--- src/rtl/timer_pkg.sv ---
// Shared types for the countdown timer: FSM state encoding and prescaler sizing.
package timer_pkg;

    typedef enum logic [1:0] {
        ST_IDLE    = 2'd0,
        ST_RUNNING = 2'd1,
        ST_PAUSED  = 2'd2,
        ST_EXPIRED = 2'd3
    } timer_state_t;

    // Prescaler width; a 1 Hz clock still needs a one-bit counter to stay legal.
    function automatic int unsigned presc_width(input int unsigned hz);
        return (hz > 1) ? $clog2(hz) : 1;
    endfunction

endpackage

--- src/rtl/countdown_timer_sec_tick_gen.sv ---
// One-second prescaler: counts enabled cycles and pulses sec_tick every CLK_HZ of them.
module sec_tick_gen
    import timer_pkg::*;
#(
    parameter int unsigned CLK_HZ = 50_000_000
) (
    input  logic clk,
    input  logic rst,
    input  logic en,
    input  logic clr,
    output logic sec_tick
);

    localparam int unsigned    PW   = presc_width(CLK_HZ);
    localparam logic [PW-1:0]  LAST = PW'(CLK_HZ - 1);

    logic [PW-1:0] cnt_q;
    logic [PW-1:0] cnt_d;

    always_comb begin
        sec_tick = en && !clr && (cnt_q == LAST);
        cnt_d    = cnt_q;
        if (clr || sec_tick) begin
            cnt_d = '0;
        end else if (en) begin
            cnt_d = cnt_q + 1'b1;
        end
    end

    always_ff @(posedge clk or posedge rst) begin
        if (rst) begin
            cnt_q <= '0;
        end else begin
            cnt_q <= cnt_d;
        end
    end

endmodule

--- src/rtl/countdown_timer.sv ---
// Seconds countdown for game turn limits: load/start/pause control, expiry level and pulses.
module countdown_timer
    import timer_pkg::*;
#(
    parameter int unsigned CLK_HZ       = 50_000_000,
    parameter int unsigned WIDTH        = 4,
    parameter int unsigned DEFAULT_LOAD = 15
) (
    input  logic             clk,
    input  logic             rst,
    input  logic             load,
    input  logic [WIDTH-1:0] load_value,
    input  logic             start,
    input  logic             pause,
    output logic [WIDTH-1:0] remaining,
    output logic             running,
    output logic             expired,
    output logic             tick,
    output logic             timeout
);

    timer_state_t     state_q, state_d;
    logic [WIDTH-1:0] remaining_q, remaining_d;
    logic             running_q, running_d;
    logic             expired_q, expired_d;
    logic             tick_q, tick_d;
    logic             timeout_q, timeout_d;

    logic presc_en;
    logic presc_clr;
    logic sec_tick;

    // The prescaler only advances on cycles that stay in RUNNING, so the
    // transition cycles into and out of PAUSED leave its count untouched.
    assign presc_en  = (state_q == ST_RUNNING) && !load && !pause;
    assign presc_clr = load || ((state_q == ST_IDLE) && start);

    sec_tick_gen #(
        .CLK_HZ(CLK_HZ)
    ) u_sec_tick_gen (
        .clk     (clk),
        .rst     (rst),
        .en      (presc_en),
        .clr     (presc_clr),
        .sec_tick(sec_tick)
    );

    always_comb begin
        state_d     = state_q;
        remaining_d = remaining_q;
        tick_d      = 1'b0;
        timeout_d   = 1'b0;

        if (load) begin
            remaining_d = load_value;
            if (!start) begin
                state_d = ST_IDLE;
            end else if (load_value == '0) begin
                state_d   = ST_EXPIRED;
                timeout_d = 1'b1;
            end else begin
                state_d = ST_RUNNING;
            end
        end else begin
            case (state_q)
                ST_IDLE: begin
                    if (start) begin
                        if (remaining_q == '0) begin
                            state_d   = ST_EXPIRED;
                            timeout_d = 1'b1;
                        end else begin
                            state_d = ST_RUNNING;
                        end
                    end
                end
                ST_RUNNING: begin
                    if (pause) begin
                        state_d = ST_PAUSED;
                    end else if (sec_tick) begin
                        tick_d = 1'b1;
                        if (remaining_q <= WIDTH'(1)) begin
                            remaining_d = '0;
                            state_d     = ST_EXPIRED;
                            timeout_d   = 1'b1;
                        end else begin
                            remaining_d = remaining_q - 1'b1;
                        end
                    end
                end
                ST_PAUSED: begin
                    if (!pause) begin
                        state_d = ST_RUNNING;
                    end
                end
                ST_EXPIRED: begin
                    remaining_d = '0;
                end
                default: begin
                    state_d = ST_IDLE;
                end
            endcase
        end

        running_d = (state_d == ST_RUNNING);
        expired_d = (state_d == ST_EXPIRED);
    end

    always_ff @(posedge clk or posedge rst) begin
        if (rst) begin
            state_q     <= ST_IDLE;
            remaining_q <= WIDTH'(DEFAULT_LOAD);
            running_q   <= 1'b0;
            expired_q   <= 1'b0;
            tick_q      <= 1'b0;
            timeout_q   <= 1'b0;
        end else begin
            state_q     <= state_d;
            remaining_q <= remaining_d;
            running_q   <= running_d;
            expired_q   <= expired_d;
            tick_q      <= tick_d;
            timeout_q   <= timeout_d;
        end
    end

    assign remaining = remaining_q;
    assign running   = running_q;
    assign expired   = expired_q;
    assign tick      = tick_q;
    assign timeout   = timeout_q;

endmodule

--- config.mk ---
export PLATFORM = sky130hd
export DESIGN_NAME = countdown_timer
export DESIGN_NICKNAME = d
export VERILOG_FILES = /design/src/rtl/timer_pkg.sv /design/src/rtl/countdown_timer_sec_tick_gen.sv /design/src/rtl/countdown_timer.sv
export SDC_FILE = /design/constraint.sdc
export NUM_CORES = 1
export LEC_CHECK = 0
export ABC_AREA = 1
export ABC_CLOCK_PERIOD_IN_PS = 3560
export BUFFER_PORTS_ARGS = -buffer_cell sky130_fd_sc_hd__buf_2
export CAP_MARGIN = 30
export CORE_UTILIZATION = 54
export CTS_CLUSTER_SIZE = 12
export DETAILED_ROUTE_END_ITERATION = 10
export PLACE_DENSITY = 0.84
export SLEW_MARGIN = 20
export SYNTH_ARGS = -nofsm -noshare
export SYNTH_HDL_FRONTEND = slang
export SYNTH_SLANG_ARGS = --single-unit
--- constraint.sdc ---
create_clock -name clk -period 3.56 [get_ports clk]
set_input_delay 0.356 -clock clk [delete_from_list [all_inputs] [get_ports clk]]
set_output_delay 0.356 -clock clk [all_outputs]
set_load 0.01 [all_outputs]
==> metrics.md <==
| Metric | Value |
|---|---|
| Status | complete, no violations |
| Filler cell count | 337 |
| #FFs+latches synth | 36 |
| Final GP Congestion | around 0.9 |
| CTS tree | built |
| Worst path cell trace | inv_1 > nand2_2 > nor3_4 > nand3_1 > nand2_2 > inv_2 > nand3_1 > o21ai_0 |
| CTS resizes | 0 |
| Avg WL per Cell | 13.5 um |
| Pin count of the biggest net entering global routing | 37 |
| Worst vdd ir | approximately 0.31 mV |
| Layout Skew | around 0.012 ns |
| Largest family of logic cells by synthesized area | simple AND/OR/NAND/NOR gates |
| Xor/xnor cell area share of the yosys netlist | 2.78% |
| Most common cell after layout, fill and taps aside | nand2_1 |
| Max stage delay on crit path | 0.45 ns |
| Final min period | 2.07 ns |
| Mux cell area share after synthesis | 0% |
| RSZ-0062 raised after global routing | no |
| 1st-pass router iterations | 4 |
| Gr usage total | about a quarter |
| Max-cap violations | 0 |
| Post-Syn Area per Cell | between 7 and 8 um2 |
| DR iter-0 viols | between 150 and 200 |
| Layout cells sized above 1 | about a fifth |
| DRC Markers | 0 |
| Crit Path Max Fanout | 19 |
| Number of post-CTS setup repair buffers | 0 |
| Max_slew headroom | between 60% and 70% |
| Antenna Nets Post-Route | 0 |
| Die H | around 66 um |
| Initial Util | 58.0% |
| CP arrival | 2.26 ns |
| Buf/Inv on CP | 2 |
| DP HPWL | 3620 um |
| Syn. warnings | 0 |
| Worst Tran Pin Value | between 0.5 and 0.6 ns |
| Synth unique cells | 34 |
| Hold-fix buffers, CTS | 0 |
| I/O Buffers | 16 |
| Adder-Cell Fraction of Synth Area | 2.27% |
| Clk_lat worst skew | 0.30 ns |
| Flip-flop and latch area | 906 um2 |
| Area Overhead vs Synth | 9.14% |
| Cells after DPL | 345 |
| Die Wd | around 66 um |
| Max-slew violations | 0 |
| Synthesized area | between 0.002 and 0.0025 mm2 |
| First-pass GRT wire length | around 8400 um |
| Clock sink count | 36 |
| Startpoint Class | register |
| Max frequency | 482 MHz |
| Final Hold Violating Endpoints | 0 |
| Setup Viol. Count Final | 0 |
| Hold crit path type | input port to asynchronous set/reset pin |
| Final period utilization | 58.2% |
| DR vias | 1926 |
| Fraction of registers with async set/reset | 100% |
| CTS Buffer Depth | 2 |
| Remaining global-route overflow | 0 |
| PD cells | just over 400 mW/mm2 |
| H-Tree Depth | 2 |
| Leak pwr | approximately 0.0011 uW |
| Fin nets | 317 |
| Mapped Cells | approximately 280 |
| Total CTS buffers | 5 |
| Root Buffer | clkbuf_8 |
| Commonest non-fill, non-tap cells in the layout | 58 x nand2_1, 36 x nor2_1, 32 x inv_1, 32 x dfrtp_1, 16 x buf_2 |
| DRT Wirelength | 4780 um |
| Critical path's slowest cell | nor3_4 |
| IO Count | 17 |
| Number of vias per cell | approximately 5.5 |
| Antenna Cells | 0 |
| Critical Path Sink Type | register |
| Antenna violations before repair | 0 |
| Die ar. | ~0.0043 mm2 |
| Worst EP required | 3.74 ns |
| TNS Setup | 0 ns |
| Compound-Gate Fraction of Synth Area | 10.1% |
| Syn Nets | 296 |
| Area of the multi-input gates | 0.00112 mm2 |
| Top Family by Delay on Critical Path | simple AND/OR/NAND/NOR gates |
| Number of enable flip-flop cells after synthesis | 0 |
| Setup CP Type | register to register |
| Clock Pin Slew Worst Setup and Hold Paths | 0.07 ns |
| Core Region | 0.00380 mm2 |
| Std-Cell Rows | 22 |
| Post-Synth Simple-Gate Area | ~35% |
| Number of global-route vias before repair | 1872 |
| Most used DFF post-synth | dfrtp_1 |
| Post-route insts no fill | 353 |
| Register area share after synthesis | 41.1% |
## worst min-delay path: cells and delay by family
kind,cells,cell delay [ns]
buffers and inverters,3,0.51
## final cells by class
class	instances	share of cell area, %
clock buffers	5	2.86
clock inverters	3	0.780
repair buffers	17	3.64
well taps	48	2.50
multi-input cells	205	46.4
inverters	39	6.14
flip-flops and latches	36	37.7
## cell families (layout without fill, tap and decap cells)
family / after synthesis / after routing
simple gates: 156 / 156
buf+inv: 42 / 64
compound gates: 38 / 38
flops: 36 / 36
xor+xnor: 7 / 7
fa+ha+maj: 4 / 4
## cell usage after synthesis (all sizes together), types with 2 or more instances
cell    number  area [um2]
nand2       67         274
nor2        43         189
inv         38         143
dfrtp       32         801
nor3        17         124
a21oi       14        73.8
nand3       13        70.1
o21ai       13        65.1
nand4        8        56.3
xor2         5        43.8
dfstp        4         105
ha           4        50.1
o21a         4        30.0
a31oi        3        18.8
buf          3        33.8
nor3b        3        32.5
a211oi       2        15.0
nor4         2        12.5
or2          2        17.5
xnor2        2        17.5
## worst paths after layout
| kind | slack, ns | startpoint | depth (start not counted) | end |
|---|---|---|---|---|
| worst max-delay path | 1.49 | state_q[1] | 8 | u_sec_tick_gen.cnt_q[1] |
| worst min-delay path | 0.14 | rst | 3 | u_sec_tick_gen.cnt_q[5] |
| worst max register to register | 1.49 | state_q[1] | 8 | u_sec_tick_gen.cnt_q[1] |
| worst min register to register | 0.51 | remaining[2] | 2 | remaining[2] |
| max in group asynchronous | 3.08 | rst | 3 | remaining[0] |
| min in group clk | 0.38 | start | 3 | state_q[0] |
## power by group
part / internal [uW] / switching [uW] / total [uW]
Clock: 136 / 153 / 289
Sequential: 447 / 28.0 / 475
Combinational: 71.5 / 132 / 203
Total: 655 / 313 / 968
## per-stage QoR
| stage | hold slack [ns] | utilization, % | cell area (um2) | worst slack, ns | total power, uW |
|---|---|---|---|---|---|
| 6_report | 0.143 | 63.3 | 2400 | 1.49 | 968 |
| 5_1_grt | 0.215 | 63.3 | 2400 | 1.28 | 1020 |
| 4_1_cts | 0.162 | 63.3 | 2400 | 1.47 | 970 |
| 3_5_place_dp | 0.483 | 61.0 | 2320 | 1.36 | 685 |
| 3_3_place_gp | 0.480 | 61.0 | 2320 | 1.47 | 678 |
| 2_1_floorplan | 0.497 | - | 2200 | 1.96 | 624 |
## metal layers
layer | track usage [%] | routed length, um | share of wire, % | up-vias
li1 | - | - | - | 964
met1 | 34.4 | 2130 | 45 | 896
met4 | 10.9 | 99 | 2.1 | 0
met2 | 39.9 | 2300 | 48 | 56
met3 | 6.03 | 248 | 5.2 | 10
met5 | 0 | 0 | 0 | -
## flip-flops by register name (all words and copies together) (netlist names)
name and cells:
timeout 1, running 1, u_sec_tick_gen.cnt_q 26, remaining 4
expired 1, tick 1, state_q 2
(Power assumes the default switching activity.)
